<file path="config.mk">
export PLATFORM = sky130hd
export DESIGN_NAME = multi_wave_display
export DESIGN_NICKNAME = d
export VERILOG_FILES = /design/src/rtl/multi_wave_display.sv
export SDC_FILE = /design/constraint.sdc
export NUM_CORES = 1
export LEC_CHECK = 0
export BUFFER_PORTS_ARGS = -buffer_cell sky130_fd_sc_hd__buf_4
export CAP_MARGIN = 0
export CORE_ASPECT_RATIO = 0.75
export CORE_UTILIZATION = 30
export CTS_BUF_LIST = sky130_fd_sc_hd__clkbuf_4
export DETAILED_ROUTE_END_ITERATION = 10
export GPL_TIMING_DRIVEN = 1
export PLACE_DENSITY_LB_ADDON = 0.15
export SLEW_MARGIN = 40
export SYNTH_ARGS = -nofsm -noshare
export SYNTH_HDL_FRONTEND = slang
export SYNTH_SLANG_ARGS = --single-unit
</file>
<file path="constraint.sdc">
create_clock -name clk -period 4.2 [get_ports clk]
set_input_delay 0.42 -clock clk [delete_from_list [all_inputs] [get_ports clk]]
set_output_delay 0.42 -clock clk [all_outputs]
set_load 0.1 [all_outputs]
</file>
<file path="src/rtl/multi_wave_display.sv">
// multi_wave_display: overlays NUM_CH sampled traces inside a screen window,
// each trace coloured from a frame-rate HSV rainbow offset per channel.
module multi_wave_display #(
  parameter int NUM_CH      = 2,
  parameter int SAMPLE_W    = 8,
  parameter int ADDR_W      = 8,
  parameter int X_START     = 256,
  parameter int Y_START     = 0,
  parameter int Y_OFFSET    = 32,
  parameter int MARGIN      = 3,
  parameter int CH_HUE_STEP = 512,
  parameter int HUE_DIV     = 1
) (
  input  logic                       clk,
  input  logic                       reset,
  input  logic [10:0]                x,
  input  logic [9:0]                 y,
  input  logic                       valid,
  input  logic                       read_index,
  input  logic [NUM_CH*SAMPLE_W-1:0] rd_data,
  input  logic [1:0]                 mode,
  input  logic [NUM_CH-1:0]          ch_enable,
  input  logic                       freeze,
  output logic [ADDR_W:0]            read_address,
  output logic                       valid_pixel,
  output logic [7:0]                 r,
  output logic [7:0]                 g,
  output logic [7:0]                 b
);

  localparam int WIN_W = 2 ** (ADDR_W + 1);
  localparam logic [10:0] HUE_MAX = 11'd1535;

  logic [11:0]       xRel;
  logic [10:0]       yRel;
  logic [ADDR_W-1:0] idx;
  logic [7:0]        yv;
  logic              inX;
  logic              inY;
  logic              inMargin;
  logic              frameStart;

  // Coordinates left of / above the window wrap to large values and fail the range test.
  assign xRel     = {1'b0, x} - 12'(X_START);
  assign yRel     = {1'b0, y} - 11'(Y_START);
  assign idx      = xRel[ADDR_W:1];
  assign yv       = yRel[8:1];
  assign inX      = xRel < 12'(WIN_W);
  assign inY      = yRel < 11'd512;
  assign inMargin = (idx >= (ADDR_W)'(MARGIN)) && (idx <= (ADDR_W)'(2 ** ADDR_W - 1 - MARGIN));
  assign frameStart   = valid && (x == 11'd0) && (y == 10'd0);
  assign read_address = {read_index, idx};

  logic [ADDR_W:0] prevAddr_q;
  logic            chg_q;
  logic [7:0]      cur_q [NUM_CH];
  logic [7:0]      prv_q [NUM_CH];

  always_ff @(posedge clk) begin
    if (reset) begin
      prevAddr_q <= '0;
      chg_q      <= 1'b0;
      for (int c = 0; c < NUM_CH; c++) begin
        cur_q[c] <= '0;
        prv_q[c] <= '0;
      end
    end else begin
      prevAddr_q <= read_address;
      chg_q      <= (read_address != prevAddr_q);
      if (chg_q) begin
        for (int c = 0; c < NUM_CH; c++) begin
          cur_q[c] <= (rd_data[c*SAMPLE_W + SAMPLE_W - 8 +: 8] >> 1) + 8'(Y_OFFSET);
          prv_q[c] <= cur_q[c];
        end
      end
    end
  end

  logic [10:0] hue_q, hue_d;
  logic [15:0] div_q, div_d;

  always_comb begin
    hue_d = hue_q;
    div_d = div_q;
    if (frameStart && !freeze) begin
      if (div_q == 16'(HUE_DIV - 1)) begin
        div_d = '0;
        hue_d = (hue_q == HUE_MAX) ? 11'd0 : hue_q + 11'd1;
      end else begin
        div_d = div_q + 16'd1;
      end
    end
  end

  always_ff @(posedge clk) begin
    if (reset) begin
      hue_q <= '0;
      div_q <= '0;
    end else begin
      hue_q <= hue_d;
      div_q <= div_d;
    end
  end

  function automatic logic [10:0] chanHue(input logic [10:0] base, input int c);
    logic [11:0] s;
    s = {1'b0, base} + 12'((c * CH_HUE_STEP) % 1536);
    return (s >= 12'd1536) ? 11'(s - 12'd1536) : s[10:0];
  endfunction

  function automatic logic [23:0] hueToRgb(input logic [10:0] hc);
    logic [7:0] f;
    f = hc[7:0];
    case (hc[10:8])
      3'd0:    return {8'hFF, f, 8'h00};
      3'd1:    return {~f, 8'hFF, 8'h00};
      3'd2:    return {8'h00, 8'hFF, f};
      3'd3:    return {8'h00, ~f, 8'hFF};
      3'd4:    return {f, 8'h00, 8'hFF};
      default: return {8'hFF, 8'h00, ~f};
    endcase
  endfunction

  logic [NUM_CH-1:0] hit;
  logic [23:0]       rgb_d;
  logic              traceHit;

  // Walk channels from highest to lowest so the lowest-index hit sets the colour last.
  always_comb begin
    hit      = '0;
    rgb_d    = '0;
    traceHit = 1'b0;
    for (int c = NUM_CH - 1; c >= 0; c--) begin
      case (mode)
        2'd1:    traceHit = (yv == cur_q[c]);
        2'd2:    traceHit = ((yv >= cur_q[c]) && (yv <= 8'd96)) || ((yv <= cur_q[c]) && (yv >= 8'd96));
        default: traceHit = ((yv >= prv_q[c]) && (yv <= cur_q[c])) || ((yv >= cur_q[c]) && (yv <= prv_q[c]));
      endcase
      hit[c] = traceHit && ch_enable[c] && valid && inX && inY && inMargin;
      if (hit[c]) begin
        rgb_d = hueToRgb(chanHue(hue_q, c));
      end
    end
  end

  logic        validPixel_q;
  logic [23:0] rgb_q;

  always_ff @(posedge clk) begin
    if (reset) begin
      validPixel_q <= 1'b0;
      rgb_q        <= '0;
    end else begin
      validPixel_q <= |hit;
      rgb_q        <= rgb_d;
    end
  end

  assign valid_pixel = validPixel_q;
  assign r = rgb_q[23:16];
  assign g = rgb_q[15:8];
  assign b = rgb_q[7:0];

endmodule
</file>
==> metrics.log, run 1 <==
[metrics] number of distinct standard cells referenced by the synthesized netlist: 50
[metrics] dpl cells: 913
[metrics] synthesized net count: 720
[metrics] final critical-path share of the clock period: 0.849
[metrics] headroom to the max-slew limit: 0.467
[metrics] path class of the lowest-slack min-delay path: in -> reg
[metrics] cts-stage hold buffer count: 0
[metrics] cell accounting for the most synthesized area: dfxtp_1
[metrics] maximum VDD drop: between 100 and 150 uV
[metrics] initial core utilization: 0.307
[metrics] via density per instance: roughly 5.0
[metrics] row count: 43
[metrics] syn avg cell area: 9.01 um2
[metrics] fillers: between 1500 and 2000
[metrics] initial antenna violation count: 2
[metrics] top layer used by detailed routing: met4
[metrics] maximum clock frequency: between 200 and 300 MHz
[metrics] total length of routed met2 wires: approximately 6000 um
[metrics] detailed-routing iteration count for the pre-antenna-repair pass: 4
[metrics] Post-route DRC: 0
[metrics] largest fanout on the critical path: 15
[metrics] length in cells of the worst reg-to-reg path: 11
[metrics] xor/xnor share of the synthesized area: 0.0480
[metrics] cell with the most instances after synthesis: nor2_1
[metrics] top cells by instance count after synthesis: nor2_1, dfxtp_1, ha_1, inv_1, a21oi_1
[metrics] TritonCTS Sinks: 94
[metrics] ratio of total power to cell area: between 200 and 300 mW/mm2
[metrics] H-Tree Depth: 3
[metrics] Final Max Tran Viols: 0
[metrics] via count of the first global-routing pass: ~4500
[metrics] share of cells above drive strength 1: 0.199
[metrics] Die H: ~120 um
[metrics] number of flops mapped to enable cells by yosys: 32
[metrics] area enclosed by the die boundary: a little under 0.02 mm2
[metrics] endpoint of the worst register-to-register path: rgb_q[22]
[metrics] terminating pin of the worst hold path: prevAddr_q[7]
[metrics] total setup violations reported at the end of the flow: 0
[metrics] detailed-placement wirelength estimate: 10300 um
[metrics] number of storage elements in the synthesis netlist: 94
[metrics] largest net degree at the start of global routing: 40
[metrics] leakage power: around 2.6 nW
[metrics] core region area: 0.0185 mm2
[metrics] Gates resized, CTS repair: 0
[metrics] Simple-Gate Fraction of Synth Area: 0.206
[metrics] Setup Skew: about 0.021 ns
[metrics] floorplan die width: roughly 160 um
[metrics] number of setup buffers added after CTS: 0
[metrics] GPL Wtd Cong: approximately 0.8
[metrics] number of nets in the layout: between 700 and 800
[metrics] total global routing track utilization: 0.150
[metrics] internal reg-to-reg setup slack: 0.63 ns
[metrics] number of buffers inserted by port buffering: between 70 and 80
[metrics] hold path cells: 2
[metrics] gr ovfl total: 0
[metrics] Async SR Flop Fraction: 0
[metrics] post-DR wirelength/cell: between 15 and 20 um
[metrics] clock slew seen by the registers of the worst setup and hold paths: around 0.15 ns
[metrics] final core utilization: 0.355
[metrics] multiplexer fraction of the synthesized cell area: 0.0177
[metrics] antenna violation net count after detailed routing: 0
[metrics] kind of end point of the critical path: flip-flop
[metrics] drt first-iter violations: 295
[metrics] cell at the root of the clock tree: clkbuf_4
[metrics] main combinational cell family by area after synthesis: simple AND/OR/NAND/NOR gates
[metrics] synthesized netlist cell count: approximately 630
[metrics] Setup TNS Final: 0 ns
[metrics] number of standard cells in the final layout excluding fillers: between 900 and 1000
[metrics] detailed-route wire length on metal 1: roughly 7300 um
[metrics] cell types occupying the most area after synthesis: dfxtp_1, edfxtp_1, ha_1
[metrics] Clock Tree Buf Depth: 2
[metrics] Min Clock Period, post-route: between 3 and 4 ns
[metrics] number of synthesis warnings: 0
[metrics] top cell type's share of synthesized area: 0.219
[metrics] area overhead of the layout relative to synthesis: 15.7%
[metrics] fraction of the mapped netlist area in compound gates: 0.169
[metrics] launch instance of the worst register-to-register path: hue_q[9]
[metrics] Routed WL: between 10000 and 15000 um
[metrics] routed vias: 4690
[metrics] worst slew pin tran: approximately 0.80 ns
[metrics] TritonCTS Buffers: 9
[metrics] final hold violations: 0
[metrics] leading register cell type out of synthesis: dfxtp_1
[metrics] wire length of the first global-routing pass: approximately 23000 um
[metrics] total of max-cap violations: 0
[metrics] worst min-delay path startpoint: x[8]
[metrics] post-synthesis sequential area ratio: 0.389
[metrics] Critical Path Start Type: flip-flop
[metrics] TritonCTS clock tree: built
[metrics] Syn Std Cell Area: 0.00566 mm2
[metrics] worst setup path class: reg -> reg
[metrics] data arrival time of the critical path: 3.95 ns
[metrics] clock latency on the worst-skew pair: 0.48 ns
[metrics] setup repair after global routing missed its margin: false
[metrics] routed length on met3: around 740 um
[metrics] run status: complete, no violations
[metrics] adder and majority cell fraction of the synthesized area: 0.102
[metrics] required time at the endpoint of the critical path: approximately 4.6 ns
[metrics] Top Ports: 80
==> per-layer routing <==
metal / track usage / up-vias
met5: 0 / -
met4: 0.0393 / 0
met3: 0.0414 / 9
met2: 0.225 / 110
met1: 0.211 / 2232
li1: - / 2339
==> stage by stage <==
step | total power (W) | instance area (um2) | hold slack, ns | setup WS [ns]
floorplan | 0.00116 | 5660 | 0.466 | 1.03
global placement | 0.00124 | 6390 | 0.485 | 0.798
detailed placement | 0.00125 | 6390 | 0.493 | 0.709
CTS | 0.00179 | 6540 | 0.0937 | 0.688
global route | 0.00186 | 6550 | 0.0846 | 0.265
finish | 0.00176 | 6550 | 0.141 | 0.635
==> where the power goes <==
group          internal, W  leakage, nW  switching (W)  total [W]
Combinational    0.0000981         1.65       0.000154   0.000252
Clock             0.000193       0.0736       0.000336   0.000529
Sequential        0.000966        0.860     0.00000912   0.000975
Total              0.00126         2.58       0.000499    0.00176
==> worst max path at each step <==
stage	start	to	slack [ns]
3_5_place_dp	hue_q[9]	rgb_q[22]	0.71
6_report	hue_q[9]	rgb_q[22]	0.63
3_3_place_gp	hue_q[9]	rgb_q[22]	0.80
4_1_cts	hue_q[9]	rgb_q[22]	0.69
5_1_grt	hue_q[9]	rgb_q[18]	0.26
2_1_floorplan	x[8]	hue_q[0]	1.03
==> critical path: stages, from the launching register on <==
cell and delay (ns):
dfxtp_1 0.55, inv_1 0.13, ha_1 0.41, nor2_1 0.17, nor2_1 0.11, nor3_1 0.32, nor2_1 0.08, buf_4 0.18
nor2_1 0.44, nand2_1 0.47, o22a_1 0.34, a31o_2 0.26
==> kinds of logic after synthesis <==
family,count (synthesis)
AND/OR/NAND/NOR,221
AO/OA/AOI/OAI,135
flip-flops,94
buffers and inverters,91
adder cells (fa/ha/maj),46
XOR/XNOR,31
multiplexers,10
==> cells in the final DEF, fill, tap and decap left out, types with 3 or more instances in the layout <==
master	n
a2111oi_0	9
a211oi_1	9
a21o_1	3
a21oi_1	40
a31o_2	23
and2_1	32
and3_1	5
and4_1	3
buf_4	85
clkbuf_4	10
dfxtp_1	62
edfxtp_1	32
ha_1	46
inv_1	44
mux2i_1	10
nand2_1	24
nand3_1	11
nand4_1	13
nor2_1	63
nor2b_1	19
nor3_1	25
nor4_1	5
o211ai_1	16
o21ai_0	7
o22a_1	7
o22ai_1	9
or2_2	4
or3_1	5
xnor2_1	18
xor2_1	13
==> layout make-up <==
type                       count  area, um2  area share
timing repair buffer          85        638      0.0975
clock inverter                 6       71.3      0.0109
tap                          247        309      0.0472
clock buffer                  10       75.1      0.0115
sequential                    94       2200       0.336
inverter                      44        165      0.0252
multi-input combinational    443       3080       0.471
antenna                        2       5.00    0.000765
==> registers in the layout, indices dropped and copies added, names as in the netlist <==
name / cells
div_q: 16
hue_q: 11
prv_q: 16
rgb_q: 24
prevAddr_q: 9
cur_q: 16
chg_q: 1
valid_pixel: 1
(Power assumes the default switching activity.)
==> run 2, diff against run 1 <==
==> constraint.sdc (replaced) <==
create_clock -name clk -period 3.47 [get_ports clk]
set_input_delay 0.347 -clock clk [delete_from_list [all_inputs] [get_ports clk]]
set_output_delay 0.347 -clock clk [all_outputs]
set_load 0.1 [all_outputs]
==> run 2 against run 1 <==
  * Routed wire length shrank 1.3%
  * Final area grew 0.78%
  * Global-route usage shrank 0.32 points
  * Sequential share of layout area shrank 0.26 points
  * Final cell count grew 0.32%
  * Critical path depth grew 1
  * Clock power grew 21%
  * Utilization grew 0.28 points
  * Critical endpoint is now hue_q[0]
  * Largest cell class unchanged
==> metrics.log, run 2 (synthesized netlist as in run 1, its figures left out) <==
[metrics] number of nets in the layout: 774 (+0.65%)
[metrics] number of inserted diodes: 0 (-2)
[metrics] share of cells above drive strength 1: 0.205 (+0.00583)
[metrics] wire length of the first global-routing pass: 22300 um (-2.8%)
[metrics] register containing the most flip-flops in the final layout: rgb_q
[metrics] cell at the root of the clock tree: clkbuf_4
[metrics] fillers: 1880 (-0.90%)
[metrics] top cell family by delay on the critical path: simple AND/OR/NAND/NOR gates
[metrics] total of max-cap violations: 0 (unchanged)
[metrics] total setup violations reported at the end of the flow: 0 (unchanged)
[metrics] maximum clock frequency: 333 MHz
[metrics] antenna violation net count after detailed routing: 0 (unchanged)
[metrics] leakage power: 2.61 nW (+1.1%)
[metrics] Min Clock Period, post-route: roughly 3 ns
[metrics] worst slew pin tran: 0.719 ns (-0.0803 ns)
[metrics] commonest non-fill, non-tap cell in the layout: buf_4
[metrics] detailed-placement wirelength estimate: 10000 um (-2.1%)
[metrics] largest net degree at the start of global routing: 50 (+25%)
[metrics] total global routing track utilization: 0.147 (-0.00315)
[metrics] Setup Skew: 0.0256 ns (+0.00423 ns)
[metrics] layer with the highest usage: met2
[metrics] initial core utilization: 0.307 (unchanged)
[metrics] slowest CP cell: dlygate4sd3_1
[metrics] TritonCTS clock tree: built
[metrics] largest fanout on the critical path: 6 (-9)
[metrics] TritonCTS Buffers: 9 (unchanged)
[metrics] buffering stage count on the worst path with inverters included: 3 (+1)
[metrics] area of the multi-input gates: 0.00309 mm2 (+0.16%)
[metrics] core region area: 0.0185 mm2 (unchanged)
[metrics] max FFs per register: 24 (unchanged)
[metrics] Largest stage delay, worst path: 0.54 ns (about the same)
[metrics] path class of the lowest-slack min-delay path: in -> reg
[metrics] detailed-routing iteration count for the pre-antenna-repair pass: 6 (+2)
[metrics] worst path setup slack after routing: 0.465 ns (-0.169 ns)
[metrics] initial antenna violation count: 0 (-2)
[metrics] floorplan die width: 161 um (unchanged)
[metrics] area overhead of the layout relative to synthesis: 16.6%
[metrics] run status: complete, no violations
[metrics] drt first-iter violations: 322 (+9.2%)
[metrics] Final Max Tran Viols: 0 (unchanged)
[metrics] clock latency on the worst-skew pair: 0.49 ns (about the same)
[metrics] number of buffers inserted by port buffering: 77 (unchanged)
[metrics] crit-path cells: dlygate4sd3_1, buf_4, inv_1, ha_1, nor4b_1, nand4_1, nor4_4, and4_1, nand3_2, or3_4, o31ai_4, nor2_1
[metrics] via count of the first global-routing pass: 4272 (-4.6%)
[metrics] H-Tree Depth: 3 (unchanged)
[metrics] gr ovfl total: 0 (unchanged)
[metrics] Clock Tree Buf Depth: 2 (unchanged)
[metrics] post-DR wirelength/cell: 14.9 um (-1.7%)
[metrics] met3 Use GR: 0.0355 (-0.00581)
[metrics] number of setup buffers added after CTS: 0 (unchanged)
[metrics] setup repair after global routing missed its margin: false
[metrics] Die H: 121 um (unchanged)
[metrics] GPL Wtd Cong: 0.825 (+4.7%)
[metrics] headroom to the max-slew limit: 0.508 (+0.0411)
[metrics] TritonCTS Sinks: 94 (unchanged)
[metrics] Post-route DRC: 0 (unchanged)
[metrics] final critical-path share of the clock period: 0.866
[metrics] area enclosed by the die boundary: 0.0194 mm2 (unchanged)
[metrics] ratio of total power to cell area: 322 mW/mm2 (+20%)
[metrics] kind of end point of the critical path: flip-flop
[metrics] worst setup path class: in -> reg
[metrics] required time at the endpoint of the critical path: 3.83 ns (-0.76 ns)
[metrics] via density per instance: 4.99 (-0.92%)
[metrics] area occupied by registers: 0.00220 mm2 (unchanged)
[metrics] Routed WL: 13900 um (-1.3%)
[metrics] routed vias: 4662 (-0.60%)
[metrics] internal reg-to-reg setup slack: 0.52 ns (-0.11 ns)
[metrics] clock slew seen by the registers of the worst setup and hold paths: 0.15 ns (about the same)
[metrics] Critical Path Start Type: primary input
[metrics] met1 usage in global routing: 0.213 (+0.00219)
[metrics] maximum VDD drop: 129 uV (+5.5%)
[metrics] worst slack at placement: 0.464 ns (-0.245 ns)
[metrics] Top Ports: 80 (unchanged)
[metrics] Setup TNS Final: 0 ns (unchanged)
[metrics] final hold violations: 0 (unchanged)
[metrics] M2 GR Usage: 0.216 (-0.00947)
[metrics] row count: 43 (unchanged)
[metrics] data arrival time of the critical path: 3.36 ns (-0.59 ns)
[metrics] most frequent cells in the layout: buf_4, nor2_1, dfxtp_1
run 2: cell count changes in the layout (fill, tap and decap cells not counted), sizes merged:
| cell | change |
|---|---|
| clkinvlp | +1 |
| buf | +4 |
| inv | -1 |
| dlygate4sd3 | +1 |
| diode | -2 |
run 2: area by class of cell:
| cell class | instances | share of cell area |
|---|---|---|
| sequential | 94 | 0.334 |
| multi-input combinational | 443 | 0.468 |
| inverter | 44 | 0.0250 |
| tap | 247 | 0.0468 |
| clock buffer | 10 | 0.0114 |
| timing repair buffer | 90 | 0.105 |
| clock inverter | 6 | 0.0106 |
run 2: repair_timing:
| action | CTS | global route |
|---|---|---|
| endpoints found under the setup margin | 0 | 0 |
| resized for setup | 0 | 0 |
| hold endpoints to repair | 1 | 0 |
| hold buffers | 1 | 0 |
run 2: report_power, final:
part           total (W)  internal [W]  switching [W]
combinational   0.000303      0.000119       0.000184
sequential       0.00118       0.00117      0.0000110
clock           0.000641      0.000231       0.000410
total            0.00212       0.00152       0.000605
run 2: worst reg2reg max path, cell delays in order (launching register included):
cell	delay, ns
edfxtp_1	0.41
inv_1	0.07
ha_1	0.23
nor2b_1	0.14
o211ai_1	0.18
a21oi_1	0.09
a2111oi_0	0.64
a31o_2	0.27
o21ai_2	0.07
buf_12	0.18
a2111oi_0	0.43
a31o_2	0.17
run 2: worst paths after layout:
kind,startpoint,endpoint,depth (start not counted)
setup / recovery,x[8],hue_q[0],12
hold / removal,read_index,prevAddr_q[8],2
setup reg to reg,cur_q[0][1],rgb_q[14],11
hold reg to reg,div_q[11],div_q[11],2
run 2: stage by stage:
| stage | hold WS [ns] | cell area [um2] | instances | util | power, W |
|---|---|---|---|---|---|
| floorplan | 0.419 | 5660 | 628 | - | 0.00140 |
| finish | 0.111 | 6600 | 934 | 0.358 | 0.00212 |
| global route | 0.0721 | 6600 | 934 | 0.358 | 0.00223 |
| global placement | 0.486 | 6430 | 917 | 0.349 | 0.00150 |
| CTS | 0.0616 | 6600 | 934 | 0.357 | 0.00216 |
| detailed placement | 0.495 | 6440 | 917 | 0.349 | 0.00151 |
run 2: per-layer routing:
layer / vias up / part of all wire
met5: - / 0
met4: 0 / 0.011
met3: 10 / 0.060
met2: 114 / 0.42
met1: 2198 / 0.51
li1: 2340 / -
